--- src/rtl/ul_bfp_pkg.sv ---
// rtl/ul_bfp_pkg.sv - shared constants and types for the uplink block-floating-point path
`timescale 1ns/1ps
package ul_bfp_pkg;

  localparam int NUM_DEFAULT     = 7;
  localparam int BLK_LEN_DEFAULT = 24;

  // Largest exponent the compressor emits (9 is its small-signal code)
  localparam logic [3:0] SHIFT_MAX = 4'd9;

  // Bit positions inside o_err
  localparam int ERR_SHIFT_RANGE = 0;
  localparam int ERR_SHIFT_CHG   = 1;
  localparam int ERR_FRAME       = 2;

  typedef enum logic {
    ST_IDLE   = 1'b0,
    ST_IN_BLK = 1'b1
  } blk_state_e;

  // Everything that travels alongside the data through the 3-stage pipeline
  typedef struct packed {
    logic       sel;
    logic       sop;
    logic       eop;
    logic       vld;
    logic [6:0] slot_idx;
    logic [3:0] symb_idx;
    logic [8:0] prb_idx;
    logic [3:0] ch_type;
    logic [7:0] info;
    logic [2:0] err;
  } bfp_side_t;

endpackage

--- src/rtl/ul_bfp_expand.sv ---
// rtl/ul_bfp_expand.sv - expands one Num-bit mantissa to a 16-bit sample, registered
`timescale 1ns/1ps
module ul_bfp_expand #(
  parameter int Num = 7
) (
  input  logic           clk,
  input  logic           rst,
  input  logic [Num-1:0] code,
  input  logic [3:0]     shift,
  output logic [15:0]    dout
);

  // Mantissa placed in the top bits; low bits are zero, so no rounding happens
  logic signed [15:0] aligned;
  assign aligned = {code, {(16 - Num){1'b0}}};

  // Arithmetic shift right by the block exponent restores the original scale
  always_ff @(posedge clk) begin
    if (rst) begin
      dout <= '0;
    end else begin
      dout <= aligned >>> shift;
    end
  end

endmodule

--- src/rtl/ul_decompress_bit.sv ---
// rtl/ul_decompress_bit.sv - block-floating-point IQ decompressor with framing/exponent checks
`timescale 1ns/1ps
module ul_decompress_bit
  import ul_bfp_pkg::*;
#(
  parameter int Num     = NUM_DEFAULT,
  parameter int BLK_LEN = BLK_LEN_DEFAULT
) (
  input  logic             clk,
  input  logic             rst,
  input  logic             i_sel,
  input  logic             i_sop,
  input  logic             i_eop,
  input  logic             i_vld,
  input  logic [2*Num-1:0] i_din,
  input  logic [3:0]       i_shift,
  input  logic [6:0]       i_slot_idx,
  input  logic [3:0]       i_symb_idx,
  input  logic [8:0]       i_prb_idx,
  input  logic [3:0]       i_ch_type,
  input  logic [7:0]       i_info,
  output logic             o_sel,
  output logic             o_sop,
  output logic             o_eop,
  output logic             o_vld,
  output logic [31:0]      o_dout,
  output logic [6:0]       o_slot_idx,
  output logic [3:0]       o_symb_idx,
  output logic [8:0]       o_prb_idx,
  output logic [3:0]       o_type,
  output logic [7:0]       o_info,
  output logic [2:0]       o_err
);

  blk_state_e     state;
  logic [4:0]     cnt;
  logic [3:0]     held_exp;

  logic           accept;
  logic [3:0]     exp_eff;
  logic [4:0]     cnt_cur;
  logic [2:0]     err_n;
  logic [Num-1:0] code_i_n;
  logic [Num-1:0] code_q_n;

  logic [Num-1:0] s1_code_i;
  logic [Num-1:0] s1_code_q;
  logic [3:0]     s1_shift;
  bfp_side_t      side_s1;
  bfp_side_t      side_s2;
  bfp_side_t      side_s3;
  logic [15:0]    s2_i;
  logic [15:0]    s2_q;

  // Classify the incoming sample against the framing state and held exponent
  always_comb begin
    accept   = i_vld && (i_sop || (state == ST_IN_BLK));
    exp_eff  = (i_vld && i_sop) ? i_shift : held_exp;
    cnt_cur  = i_sop ? 5'd1 : ((cnt == 5'd31) ? cnt : cnt + 5'd1);
    err_n    = '0;
    if (i_vld) begin
      if (exp_eff > SHIFT_MAX) err_n[ERR_SHIFT_RANGE] = 1'b1;
      if ((state == ST_IN_BLK) && !i_sop && (i_shift != held_exp)) err_n[ERR_SHIFT_CHG] = 1'b1;
      if ((state == ST_IN_BLK) && i_sop) err_n[ERR_FRAME] = 1'b1;
      if ((state == ST_IDLE) && !i_sop) err_n[ERR_FRAME] = 1'b1;
      if (accept && i_eop && (cnt_cur != 5'(BLK_LEN))) err_n[ERR_FRAME] = 1'b1;
    end
    // Orphan samples, idle cycles and out-of-range exponents all expand to zero
    code_i_n = '0;
    code_q_n = '0;
    if (accept && !err_n[ERR_SHIFT_RANGE]) begin
      code_i_n = i_din[2*Num-1:Num];
      code_q_n = i_din[Num-1:0];
    end
  end

  // Stage 1: framing FSM, counter, exponent capture and sample registration
  always_ff @(posedge clk) begin
    if (rst) begin
      state     <= ST_IDLE;
      cnt       <= '0;
      held_exp  <= '0;
      s1_code_i <= '0;
      s1_code_q <= '0;
      s1_shift  <= '0;
      side_s1   <= '0;
    end else begin
      if (i_vld && i_sop) begin
        held_exp <= i_shift;
        cnt      <= cnt_cur;
        state    <= i_eop ? ST_IDLE : ST_IN_BLK;
      end else if (i_vld && (state == ST_IN_BLK)) begin
        cnt <= cnt_cur;
        if (i_eop) state <= ST_IDLE;
      end
      s1_code_i <= code_i_n;
      s1_code_q <= code_q_n;
      s1_shift  <= exp_eff;
      side_s1   <= '{sel: i_sel, sop: i_sop, eop: i_eop, vld: i_vld,
                     slot_idx: i_slot_idx, symb_idx: i_symb_idx, prb_idx: i_prb_idx,
                     ch_type: i_ch_type, info: i_info, err: err_n};
    end
  end

  // Stage 2: expansion of each component
  ul_bfp_expand #(.Num(Num)) u_expand_i (
    .clk   (clk),
    .rst   (rst),
    .code  (s1_code_i),
    .shift (s1_shift),
    .dout  (s2_i)
  );

  ul_bfp_expand #(.Num(Num)) u_expand_q (
    .clk   (clk),
    .rst   (rst),
    .code  (s1_code_q),
    .shift (s1_shift),
    .dout  (s2_q)
  );

  // Stages 2 and 3: sideband delay and output register
  always_ff @(posedge clk) begin
    if (rst) begin
      side_s2 <= '0;
      side_s3 <= '0;
      o_dout  <= '0;
    end else begin
      side_s2 <= side_s1;
      side_s3 <= side_s2;
      o_dout  <= {s2_i, s2_q};
    end
  end

  assign o_sel      = side_s3.sel;
  assign o_sop      = side_s3.sop;
  assign o_eop      = side_s3.eop;
  assign o_vld      = side_s3.vld;
  assign o_slot_idx = side_s3.slot_idx;
  assign o_symb_idx = side_s3.symb_idx;
  assign o_prb_idx  = side_s3.prb_idx;
  assign o_type     = side_s3.ch_type;
  assign o_info     = side_s3.info;
  assign o_err      = side_s3.err;

endmodule

--- config.mk ---
export PLATFORM = sky130hd
export DESIGN_NAME = ul_decompress_bit
export DESIGN_NICKNAME = d
export VERILOG_FILES = /design/src/rtl/ul_bfp_pkg.sv /design/src/rtl/ul_bfp_expand.sv /design/src/rtl/ul_decompress_bit.sv
export SDC_FILE = /design/constraint.sdc
export NUM_CORES = 1
export LEC_CHECK = 0
export ABC_AREA = 1
export BUFFER_PORTS_ARGS = -buffer_cell sky130_fd_sc_hd__buf_2
export CAP_MARGIN = 20
export CORE_UTILIZATION = 54
export DETAILED_ROUTE_END_ITERATION = 10
export HOLD_SLACK_MARGIN = 0.02
export PLACE_DENSITY = 0.78
export SYNTH_ARGS = -nofsm -noshare
export SYNTH_HDL_FRONTEND = slang
export SYNTH_SLANG_ARGS = --single-unit
export TNS_END_PERCENT = 1
--- constraint.sdc ---
create_clock -name clk -period 1.8 [get_ports clk]
set_input_delay 0.27 -clock clk [delete_from_list [all_inputs] [get_ports clk]]
set_output_delay 0.27 -clock clk [all_outputs]
set_load 0.05 [all_outputs]
# Yosys cells after proc, flatten, opt, wreduce, memory -nomap -nowiden
# Cells that the tools add are included.
dict set report classes {
  eq_ne 3
  n_addsub 1
  shifts 2
  magnitude_cmp 1
  muxes 15
  bitwise 3
  reduce_logical 18
}
# operator n
set op_table {}
lappend op_table {{>>> shifter 16 x 4 -> 16 bit} 2}
lappend op_table {{2-to-1 mux 5 bit} 4}
lappend op_table {{logical AND 1 bit} 10}
lappend op_table {{2-to-1 mux 1 bit} 10}
lappend op_table {{adder 5 x 1 -> 5 bit (second input constant)} 1}
lappend op_table {{== test 5 bit (second input constant)} 1}
lappend op_table {{!= test 5 bit (second input constant)} 1}
lappend op_table {{> comparator 4 bit (second input constant)} 1}
lappend op_table {{2-to-1 mux 4 bit} 1}
lappend op_table {{!= test 4 bit} 1}
lappend op_table {{nonzero test 2 bit} 2}
lappend op_table {{OR reduction 2 bit} 2}
lappend op_table {{NOT 1 bit} 3}
lappend op_table {{zero test 1 bit} 2}
lappend op_table {{AND reduction 2 bit} 1}
lappend op_table {{logical OR 1 bit} 1}
dict set report totals {
  elab_cells 82
  in_bits 56
  out_inout_bits 71
  ff_bits 205
}

# Longest topological paths before layout
# Gate-level depths: netlist of the first run.
dict set report logic_depth {
  depth_word 9
  mapped_depth 10
  depth_no_buf 10
}

# By module
# Synthesis of the first run repeated with hierarchy kept, for this count alone.
dict set report hier_totals {
  hier_cells 842
  area_unflattened_um2 6920.4
}
# mod cells_each seq_area_each_um2 instances area_each_um2
set modules_own_cells {}
lappend modules_own_cells {ul_decompress_bit 592 3463.3 1 5261.3}
lappend modules_own_cells {ul_bfp_expand 125 320.3 2 829.5}

# Worst setup path before layout of the first run
# No wires, ideal clock.
dict set report synth_path {
  kind {register to register}
  startpoint {register cnt[0]}
  endpoint {register side_s1[2] in the netlist's numbering}
  setup_ns 0.116
  period_less_slack_ns 1.294
  arrival_time_ns 1.178
  n_path_buf 0
  stages_incl_launch_ff 9
  t_required_ns 1.684
  setup_slack_ns 0.506
  cell_sequence {dfxtp_1 -> ha_1 -> nand3_1 -> nor2_1 -> nor2_1 -> nor2_1 -> nand3_1 -> nand2_1 -> a21oi_1}
}
dict set report synth_between {
  elab_chain_len 6
  elab_cells_between_ends 7
  classes_between {add/sub (1); eq/ne (2); mux (3); reduce/logical (1)}
}
# element line
set synth_lines {}
lappend synth_lines {{from (decl)} ul_decompress_bit.sv:36} ;# logic [4:0] cnt;
lappend synth_lines {{from (signal assigned)} ul_decompress_bit.sv:90} ;# cnt <= cnt_cur;
lappend synth_lines {{from (signal assigned)} ul_decompress_bit.sv:93} ;# cnt <= cnt_cur;
lappend synth_lines {{adder 5 x 1 -> 5 bit or == test 5 bit (tied branches)} ul_decompress_bit.sv:59} ;# cnt_cur = i_sop ? 5'd1 : ((cnt == 5'd31) ? cnt : cnt + 5'd1);
lappend synth_lines {{2-to-1 mux 5 bit * (2 in series)} ul_decompress_bit.sv:59}
lappend synth_lines {{!= test 5 bit *} ul_decompress_bit.sv:66} ;# if (accept && i_eop && (cnt_cur != 5'(BLK_LEN))) err_n[ERR_FRAME] = 1'b1;
lappend synth_lines {{logical AND 1 bit *} ul_decompress_bit.sv:66}
lappend synth_lines {{2-to-1 mux 1 bit *} ul_decompress_bit.sv:66}
lappend synth_lines {{to (signal assigned)} ul_decompress_bit.sv:99} ;# side_s1 <= '{sel: i_sel, sop: i_sop, eop: i_eop, vld: i_vld,
lappend synth_lines {{to (decl)} ul_decompress_bit.sv:49} ;# bfp_side_t side_s1;
# Every way passes the cells marked *; elsewhere a longest branch is shown, timed or not.
# A chain may end at the register's enable or synchronous reset.

# Final worst setup path of the first run
dict set report layout_path {
  startpoint {register s1_shift[0]}
  endpoint {register u_expand_q.dout[1]}
}
dict set report layout_between {
  elab_chain_len 1
}
# element line
set layout_lines {}
lappend layout_lines {{from (decl)} ul_decompress_bit.sv:48} ;# logic [3:0] s1_shift;
lappend layout_lines {{from (signal assigned)} ul_decompress_bit.sv:98} ;# s1_shift <= exp_eff;
lappend layout_lines {{>>> shifter 16 x 4 -> 16 bit} ul_bfp_expand.sv:22} ;# dout <= aligned >>> shift;
lappend layout_lines {{to (signal assigned)} ul_bfp_expand.sv:22}
lappend layout_lines {{to (decl)} ul_bfp_expand.sv:10} ;# output logic [15:0] dout
# No other way between the ends.

==> results of run 1 <==
## worst max-delay path: stages (launching register included)
cell     delay, ns
dfxtp_1       0.53
buf_4         0.22
nand2_1       0.05
o21ai_0       0.10
o21ai_0       0.14
o21ai_0       0.27
nor2_1        0.08
## flip-flops by register name, indices dropped and copies added (netlist names)
register and flops:
o_vld 1, o_eop 1, side_s1 39, o_dout 32, s1_code_i 7, o_prb_idx 9, o_sop 1, o_type 4
o_sel 1, s1_shift 4, side_s2 39, u_expand_q.dout 16, u_expand_i.dout 16, o_err 3, state 1, s1_code_q 7
o_symb_idx 4, o_slot_idx 7, o_info 8, cnt 5
## worst min path at each step
stage                                 from                 endpoint  depth (start not counted)
finish                           i_din[10]  s1_code_i[3]$_SDFF_PP0_                          3
global route                     i_din[11]  s1_code_i[4]$_SDFF_PP0_                          3
CTS                              i_din[11]  s1_code_i[4]$_SDFF_PP0_                          3
detailed placement  side_s1[24]$_SDFF_PP0_   side_s2[24]$_SDFF_PP0_                          2
global placement     side_s1[5]$_SDFF_PP0_    side_s2[5]$_SDFF_PP0_                          2
floorplan                        i_info[7]   side_s1[10]$_SDFF_PP0_                          2
## final cells by class
type                            instances  area (µm²)
Timing Repair Buffer                  175        1110
Inverter                              183         687
Multi-Input combinational cell        369        1640
Tap cell                              143         179
Clock buffer                           29         554
Sequential cell                       205        4100
Fill cell                             845        3310
Clock inverter                          7        75.1
## routing by layer
| layer | vias to the layer above | GRT usage | wire length, µm |
|---|---|---|---|
| met5 | - | 0 | 0 |
| met1 | 2167 | 0.239 | 5340 |
| li1 | 2612 | - | - |
| met2 | 136 | 0.381 | 6310 |
| met4 | 0 | 0.0871 | 383 |
| met3 | 30 | 0.0329 | 562 |
## where the power goes
| part | switching, mW | leakage (nW) | internal, mW |
|---|---|---|---|
| Sequential | 0.0652 | 1.68 | 4.72 |
| Clock | 1.61 | 0.310 | 2.30 |
| Combinational | 0.517 | 2.11 | 0.281 |
## cell families after synthesis
group                      share of synthesized area
and+or+nand+nor                                0.176
buffers and inverters                          0.127
DFF                                            0.623
AOI/OAI and AO/OA                             0.0631
xor gates and xnor gates                     0.00532
adders and majority gates                    0.00570
## Yosys cell counts (2+ instances only)
cell	count
ha_1	3
inv_2	2
nor2_2	9
nand3_1	4
xnor2_1	4
buf_2	14
dfxtp_1	205
a21oi_1	8
inv_1	181
o21ai_1	11
o22ai_1	6
o21ai_0	40
buf_1	5
nand2_1	92
or2_1	3
clkbuf_1	5
buf_6	3
o21ai_2	4
a21boi_0	2
nor2_1	173
## per-stage QoR
step	hold slack, ns	util	total power [mW]	worst slack [ns]
floorplan	0.377	-	5.41	0.506
global placement	0.388	0.626	5.59	0.345
detailed placement	0.392	0.626	5.60	0.283
CTS	0.0226	0.716	9.57	0.272
global route	0.0216	0.716	9.87	0.0465
finish	0.0259	0.716	9.50	0.282
## what timing repair did
item,in CTS,in global routing
hold buffers,42,0
setup endpoints to repair,0,0
endpoints found under the hold margin,42,0
==> impl_metrics.yaml, run 1 <==
status:
  status: "finished clean"
timing:
  slew_viol_final: 0
  fin_skew_ns: 0.0104
  max_freq_ghz: 0.659
  rsz0062_at_grt: "false"
  slew-limit-headroom: 0.516
  finalCritPeriodShare: 0.844
  timing.setup.tns_ns: 0
  tightest_slew_ns: 0.726
  period_minus_slack_ns: 1.52
  finalHoldViolCount: 0
  setup_violations: 0
floorplanning:
  core_um2: 11700
  num_rows: 39
  die_w_um: 112
  dieArea_um2: 12600
  ioPinCount: 127
  initial_utilization: 0.565
  die-height_um: 112
layout:
  diodes: 0
  mostFrequentLayoutCell: "dfxtp_1"
  drive_above_1_share: 0.188
  finalNetCount: 1013
  final_cell_mix: "dfxtp_1, inv_1, nor2_1, buf_2, nand2_1"
  area_growth_pct: 26.8
  stdcell_count: 1111
  stdcell_area_um2: 8350
yosys:
  yosysUniqueCellTypes: 31
  ys_seq_area_frac: 0.623
  synth_top_cell_by_area: "dfxtp_1"
  syn_avg_cell_area_um2: 8.39
  syn_nets: 844
  async_reset_ff_frac: 0
  synth_cells: 785
  synth_seq_cells: 205
  synth_edf_count: 0
  synth_area_leaders: "dfxtp_1, inv_1, nor2_1"
  synthFlopType: "dfxtp_1"
  yosys_warnings: 0
  synth_top_area_frac: 0.623
  syn_area_um2: 6580
setup_path:
  rr_endpoint: "u_expand_q.dout[1]$_SDFF_PP0_"
  endpoint: "u_expand_q.dout[1]$_SDFF_PP0_"
  r2r_cells: 6
  arrival_ns: 1.87
  r2r_start: "s1_shift[0]$_SDFF_PP0_"
  startpoint: "s1_shift[0]$_SDFF_PP0_"
  worstPathRequired_ns: 2.15
  end_kind: "register"
  critPathKind: "register to register"
  worstSetupStartpointType: "register"
  path_max_fanout: 12
  reg2reg_slack_ns: 0.28
grt:
  grt_overflow: 0
  grt_pass1_vias: 4799
  grt_pass1_wl_um: 21300
  grt_max_degree: 78
  antenna_found_initial: 0
  grt_usage: 0.207
placed_design:
  dp_cells: 1033
  gp_congestion: 0.888
  place_area_um2: 7300
  hpwl_um: 7880
  port_buffers: 126
route:
  ant_nets: 0
  first_iter_violations: 325
  via_per_inst: 4.45
  wl_per_cell_um: 11.3
  drc_errors: 0
  vias: 4945
  drt_wl_total_um: 12600
  dr.pass1.iters: 5
power:
  irDropWorstVdd_mv: 0.684
  leakage_nw: 4.10
  pwr_density_cell_nw_per_um2: 1140
clock_tree:
  insertion_delay_ns: 0.48
  clk_pin_slew_worst_paths_ns: 0.06
  root_buffer: "clkbuf_16"
  cts-resized-gates: 0
  post_cts_buffers: 0
  htreeDepth: 1
  cts_tree: "built"
  clockBufferDepth: 3
  cts_buffers: 20
  cts.sinks: 205
hold_path:
  hp-class: "primary input to register"
flow_run:
  cap_violations: 0
(Power assumes the default switching activity.)
==> run 2: changes to the inputs <==
Clock period 1.8 ns to 1.54 ns, I/O delays scaled along.
==> run 2 against run 1 <==
  * Register-to-register slack got worse by 0.18 ns
  * Critical path depth increased by 2
  * Combinational power increased by 22%
  * Wire length increased by 6.7%
  * Sequential share of layout area decreased by 1.0 points
  * Clock-buffer cell count decreased by 3
  * Cell area increased by 2.2%
  * Clock skew increased by 0.0057 ns
  * Power increased by 21%
  * First-iteration DRC count decreased by 4.0%
  * Non-clock buffer count increased by 10
  * Clock power increased by 25%
  * Largest power group unchanged
  * Highest routed layer unchanged
==> impl_metrics.yaml, run 2 (same netlist as run 1, synthesis figures left out) <==
power:
  switching_share: 0.234
  combPwrFrac: 0.085
  seqPwrFrac: 0.488
  pwr_density_cell_nw_per_um2: 1340
  p_int_mw: 8.79
  p_sw_mw: 2.68
  irDropWorstVdd_mv: 0.772
  leakage_nw: 4.19
  clkPwrFrac: 0.427
route:
  wl_per_cell_um: 12.0
  ant_nets: 0
  dr.pass1.iters: 6
  vias: 5057
  drt_wl_total_um: 13400
  drc_errors: 0
  via_per_inst: 4.50
  first_iter_violations: 312
grt:
  antenna_found_initial: 1
  busiest_layer: "met2"
  grt_overflow: 0
  grt.met1_usage: 0.232
  grt_pass1_vias: 5025
  grt_usage: 0.222
  met2_usage: 0.429
  grt_pass1_wl_um: 22300
  met3_usage: 0.0394
  grt_max_degree: 100
layout:
  finalNetCount: 1024
  drive_above_1_share: 0.202
  stdcell_count: 1123
  top_regs: "side_s1 (39), side_s2 (39), o_dout (32)"
  area_growth_pct: 29.7
  final_cell_mix: "dfxtp_1, inv_1, nor2_1, buf_2, nand2_1"
  mostFrequentLayoutCell: "dfxtp_1"
clock_tree:
  cts_tree: "built"
  root_buffer: "clkbuf_16"
  clk_pin_slew_worst_paths_ns: 0.06
  post_cts_buffers: 0
  cts_buffers: 21
  cts.sinks: 205
  insertion_delay_ns: 0.49
  htreeDepth: 1
  clockBufferDepth: 3
setup_path:
  worstPathRequired_ns: 1.91
  path_buf_inv: 0
  max_stage_delay_ns: 0.38
  end_kind: "register"
  path_delay_family: "simple AND/OR/NAND/NOR gates"
  worstSetupStartpointType: "register"
  crit_path_top_delay_cell: "dfxtp_2"
  arrival_ns: 1.81
  reg2reg_slack_ns: 0.1
  path_cells: "ha_4 -> nand3_1 -> nor2_2 -> nor2_1 -> nor2_1 -> nand3_1 -> nand2_1 -> a21oi_1"
  path_max_fanout: 5
  critPathKind: "register to register"
flow_run:
  cap_violations: 0
timing:
  finalHoldViolCount: 0
  max_freq_ghz: 0.693
  period_minus_slack_ns: 1.44
  tightest_slew_ns: 0.465
  slew-limit-headroom: 0.690
  finalCritPeriodShare: 0.937
  fin_skew_ns: 0.0160
  timing.setup.tns_ns: 0
  slew_viol_final: 0
  holdWs_ns: 0.0530
  setup_violations: 0
placed_design:
  port_buffers: 126
  dp_cells: 1036
  hpwl_um: 7990
  gp_congestion: 0.864
floorplanning:
  die_w_um: 112
  ioPinCount: 127
  num_rows: 39
  die-height_um: 112
  dieArea_um2: 12600
  core_um2: 11700
  initial_utilization: 0.565
hold_path:
  hp-class: "primary input to register"
status:
  status: "finished clean"
run 2: cell count changes in the layout (fill, tap and decap cells not counted), sizes merged:
| cell | delta |
|---|---|
| dlygate4sd3 | +7 |
| clkbuf | -3 |
| diode | +1 |
| buf | +3 |
| inv | +1 |
| clkinv | +3 |
run 2: power groups by stage:
stage	registers (mW)	clock network [mW]	logic (mW)
4_1_cts	5.59	4.95	0.959
5_1_grt	5.62	5.21	1.08
2_1_floorplan	5.87	0	0.453
3_5_place_dp	5.71	0	0.853
3_3_place_gp	5.70	0	0.836
6_report	5.60	4.89	0.976
run 2: worst paths after layout:
kind / start / end / cells after the start
max: cnt[1]$_SDFFE_PP0P_ / side_s1[2]$_SDFF_PP0_ / 8
min: i_shift[1] / s1_shift[1]$_SDFF_PP0_ / 3
max reg2reg: cnt[1]$_SDFFE_PP0P_ / side_s1[2]$_SDFF_PP0_ / 8
min reg2reg: side_s1[35]$_SDFF_PP0_ / side_s2[35]$_SDFF_PP0_ / 2
run 2: per-layer routing:
| layer | wire, µm | vias to the layer above |
|---|---|---|
| li1 | - | 2628 |
| met1 | 5290 | 2235 |
| met4 | 530 | 0 |
| met2 | 6990 | 154 |
| met5 | 0 | - |
| met3 | 637 | 40 |
run 2: final cells by class:
type	count	area (µm²)
tap	143	179
inverter	183	687
clock inverter	11	91.3
antenna	1	2.50
fill	823	3130
multi-input combinational	369	1660
sequential	205	4110
timing repair buffer	185	1210
clock buffer	26	594
run 2: metrics by stage:
stage / power, mW / utilization / instance area, µm² / setup slack (ns)
after floorplan: 6.32 / - / 6580 / 0.246
after global placement: 6.54 / 0.629 / 7330 / 0.154
after detailed placement: 6.56 / 0.629 / 7330 / 0.0640
after CTS: 11.5 / 0.730 / 8510 / 0.0315
after global routing: 11.9 / 0.732 / 8540 / -0.0139
final: 11.5 / 0.732 / 8540 / 0.0968
run 2: worst reg2reg max path, stage by stage, from the launching register on:
cell and delay [ns]:
dfxtp_2 0.38, ha_4 0.15, nand3_1 0.10, nor2_2 0.19, nor2_1 0.08, nor2_1 0.17, nand3_1 0.10, nand2_1 0.08
a21oi_1 0.07
run 2: timing repair:
| action | in CTS | in global routing |
|---|---|---|
| pin swaps | 0 | 1 |
| hold buffers | 49 | 0 |
| gates resized for setup | 1 | 10 |
| endpoints found under the hold margin | 51 | 0 |
| setup endpoints to repair | 1 | 11 |
==> run 3: changes to the inputs <==
Settings changed: ABC_AREA 1 to unset.
==> run 3 against run 2 <==
  * The run now ends with DRC left
  * Fmax down 0.32%
  * Cell area up 3.0%
  * Utilization up 2.5 points
  * Global-route usage down 0.37 points
  * Cell count down 15%
  * Clock skew down 0.0074 ns
  * Non-clock buffer count up 29
  * Synthesized cell count down 24%
  * Critical path type unchanged
  * Sequential power down 1%
  * Worst setup slack worse by 0.0047 ns
==> impl_metrics.yaml, run 3 <==
status:
  status: "complete, but fails checks"
  violations: "DRC"
yosys:
  synth-simple-area-share: 0.210
  ys_seq_area_frac: 0.627
  synth_seq_cells: 205
  yosys_warnings: 0
  synth_compound_area_frac: 0.0711
  ys_top_cells_by_count: "dfxtp_1, nor2b_1, clkbuf_1"
  syn_nets: 658
  synth_edf_count: 0
  synth_mux_area_frac: 0.0520
  synthFlopType: "dfxtp_1"
  synthAdderAreaFrac: 0.00573
  async_reset_ff_frac: 0
  syn_avg_cell_area_um2: 10.9
  yosysUniqueCellTypes: 41
  synth_top_family_by_area: "simple AND/OR/NAND/NOR gates"
  synth_area_leaders: "dfxtp_1, nor2b_1, mux2i_1"
  synth_top_area_frac: 0.627
  synth_top_cell_by_area: "dfxtp_1"
  synth_cells: 599
  synthXorXnorAreaFrac: 0.00535
  yosysMostFrequentCell: "dfxtp_1"
  syn_area_um2: 6550
grt:
  met2_usage: 0.384
  met3_usage: 0.0410
  grt_max_degree: 63
  antenna_found_initial: 0
  grt_usage: 0.218
  busiest_layer: "met2"
  grt_pass1_wl_um: 22000
  grt_overflow: 0
  grt.met1_usage: 0.276
  grt_pass1_vias: 4489
route:
  wl_per_cell_um: 14.5
  via_per_inst: 4.86
  ant_nets: 0
  dr.pass1.iters: 7
  vias: 4638
  drt_wl_total_um: 13900
  first_iter_violations: 278
  drc_errors: 13
setup_path:
  rr_endpoint: "u_expand_i.dout[8]$_SDFF_PP0_"
  path_cells: "buf_4 -> mux2i_2 -> buf_4 -> o22ai_1 -> o31a_1"
  path_max_fanout: 5
  arrival_ns: 1.81
  crit_path_top_delay_cell: "dfxtp_2"
  worstSetupStartpointType: "register"
  reg2reg_slack_ns: 0.09
  r2r_start: "s1_shift[0]$_SDFF_PP0_"
  max_stage_delay_ns: 0.38
  end_kind: "register"
  critPathKind: "register to register"
  r2r_cells: 5
  critPathMostFrequentCell: "buf_4"
  worstPathRequired_ns: 1.90
flow_run:
  cap_violations: 0
hold_path:
  hp-class: "primary input to register"
  whs_endpoint: "s1_shift[0]$_SDFF_PP0_"
  hp-start: "i_shift[0]"
  min_path_cells: 3
timing:
  period_minus_slack_ns: 1.45
  fin_skew_ns: 0.00863
  finalHoldViolCount: 0
  max_freq_ghz: 0.691
  fin_ws_ns: 0.0921
  tightest_slew_ns: 0.411
  slew_viol_final: 0
  setup_violations: 0
  slew-limit-headroom: 0.724
  rsz0062_at_grt: "true"
  finalCritPeriodShare: 0.940
  timing.setup.tns_ns: 0
clock_tree:
  insertion_delay_ns: 0.47
  cts_tree: "built"
  root_buffer: "clkbuf_16"
  cts_buffers: 20
  clk_pin_slew_worst_paths_ns: 0.06
  htreeDepth: 1
  clockBufferDepth: 3
  cts.sinks: 205
power:
  leakage_nw: 3.77
  pwr_density_cell_nw_per_um2: 1290
  irDropWorstVdd_mv: 1.08
layout:
  top_regs: "side_s1 (39), side_s2 (39), o_dout (32)"
  nFillCells: 772
  mostFrequentLayoutCell: "dfxtp_1"
  area_growth_pct: 34.3
  stdcell_count: 955
  finalNetCount: 857
  diodes: 0
  final_cell_mix: "dfxtp_1, nor2b_1, buf_2, dlygate4sd3_1, buf_4"
  stdcell_area_um2: 8790
  drive_above_1_share: 0.273
  post-route-util: 0.757
placed_design:
  gp_congestion: 0.860
  place_area_um2: 7570
  hpwl_um: 9030
  place_ws_ns: 0.00449
  port_buffers: 126
  dp_cells: 870
floorplanning:
  ioPinCount: 127
  initial_utilization: 0.564
  core_um2: 11600
  num_rows: 39
  die_w_um: 112
  die-height_um: 112
  dieArea_um2: 12600
run 3: cell count changes in the layout (fill, tap and decap cells not counted), moves of 7 or more:
| cell | previous run | this run |
|---|---|---|
| mux2_2 | 0 | 8 |
| nand2b_1 | 0 | 8 |
| and2_1 | 0 | 17 |
| nor2b_1 | 0 | 147 |
| nand2_1 | 92 | 24 |
| a211oi_1 | 0 | 7 |
| buf_4 | 10 | 34 |
| o21ai_1 | 13 | 0 |
| mux2i_1 | 0 | 22 |
| a21oi_1 | 8 | 24 |
| nor2_2 | 10 | 0 |
| nor2_1 | 172 | 20 |
| inv_1 | 181 | 9 |
| o21ai_0 | 37 | 8 |
run 3: cell type report:
class / instances / area, µm² / area share
Inverter: 9 / 33.8 / 0.00384
Tap cell: 143 / 179 / 0.0204
Timing Repair Buffer: 214 / 1490 / 0.170
Multi-Input combinational cell: 348 / 2280 / 0.259
Clock buffer: 31 / 623 / 0.0709
Sequential cell: 205 / 4110 / 0.467
Clock inverter: 5 / 75.1 / 0.00854
run 3: report_power, final:
part | internal (mW) | switching, mW | total [mW] | leakage, nW
combinational | 0.400 | 0.464 | 0.863 | 1.74
sequential | 5.48 | 0.0561 | 5.53 | 1.68
clock | 3.11 | 1.83 | 4.94 | 0.347
total | 8.99 | 2.35 | 11.3 | 3.77
run 3: timing repair:
item / in CTS / in global routing
buffers inserted: 0 / 1
gates resized for setup: 1 / 10
pin swaps: 0 / 1
hold endpoints to repair: 48 / 1
hold buffers: 47 / 1
endpoints found under the setup margin: 1 / 26
run 3: logic make-up (layout without fill, tap and decap cells):
kind of cell / Yosys count / after routing
AOI/OAI and AO/OA: 70 / 70
xor gates and xnor gates: 4 / 4
adders and majority gates: 3 / 3
buffers and inverters: 46 / 259
DFF: 205 / 205
muxes: 33 / 33
and+or+nand+nor: 238 / 238
run 3: routing by layer:
metal,up-vias,wire length (µm)
li1,2352,-
met3,18,792
met2,132,6790
met1,2136,6100
met4,0,200
met5,-,0
run 3: stage by stage:
step | hold WS (ns) | power (mW)
2_1_floorplan | 0.342 | 6.11
3_3_place_gp | 0.416 | 6.38
3_5_place_dp | 0.420 | 6.40
4_1_cts | 0.0219 | 11.4
5_1_grt | 0.0342 | 11.8
6_report | 0.0309 | 11.3
run 3: worst max-delay path by stage:
stage / startpoint / to / depth (start not counted)
finish: s1_shift[0]$_SDFF_PP0_ / u_expand_i.dout[8]$_SDFF_PP0_ / 5
global route: s1_shift[0]$_SDFF_PP0_ / u_expand_i.dout[9]$_SDFF_PP0_ / 5
CTS: s1_shift[0]$_SDFF_PP0_ / u_expand_q.dout[9]$_SDFF_PP0_ / 5
detailed placement: s1_shift[0]$_SDFF_PP0_ / u_expand_q.dout[6]$_SDFF_PP0_ / 5
global placement: s1_shift[0]$_SDFF_PP0_ / u_expand_i.dout[8]$_SDFF_PP0_ / 5
floorplan: s1_shift[1]$_SDFF_PP0_ / u_expand_i.dout[14]$_SDFF_PP0_ / 6
run 3: worst max-delay path: cells and delay by family, from the launching register on:
family                 cells  cell delay (ns)
multiplexers               1             0.25
buffers and inverters      2             0.32
AO/OA/AOI/OAI              2             0.40
flip-flops                 1             0.38
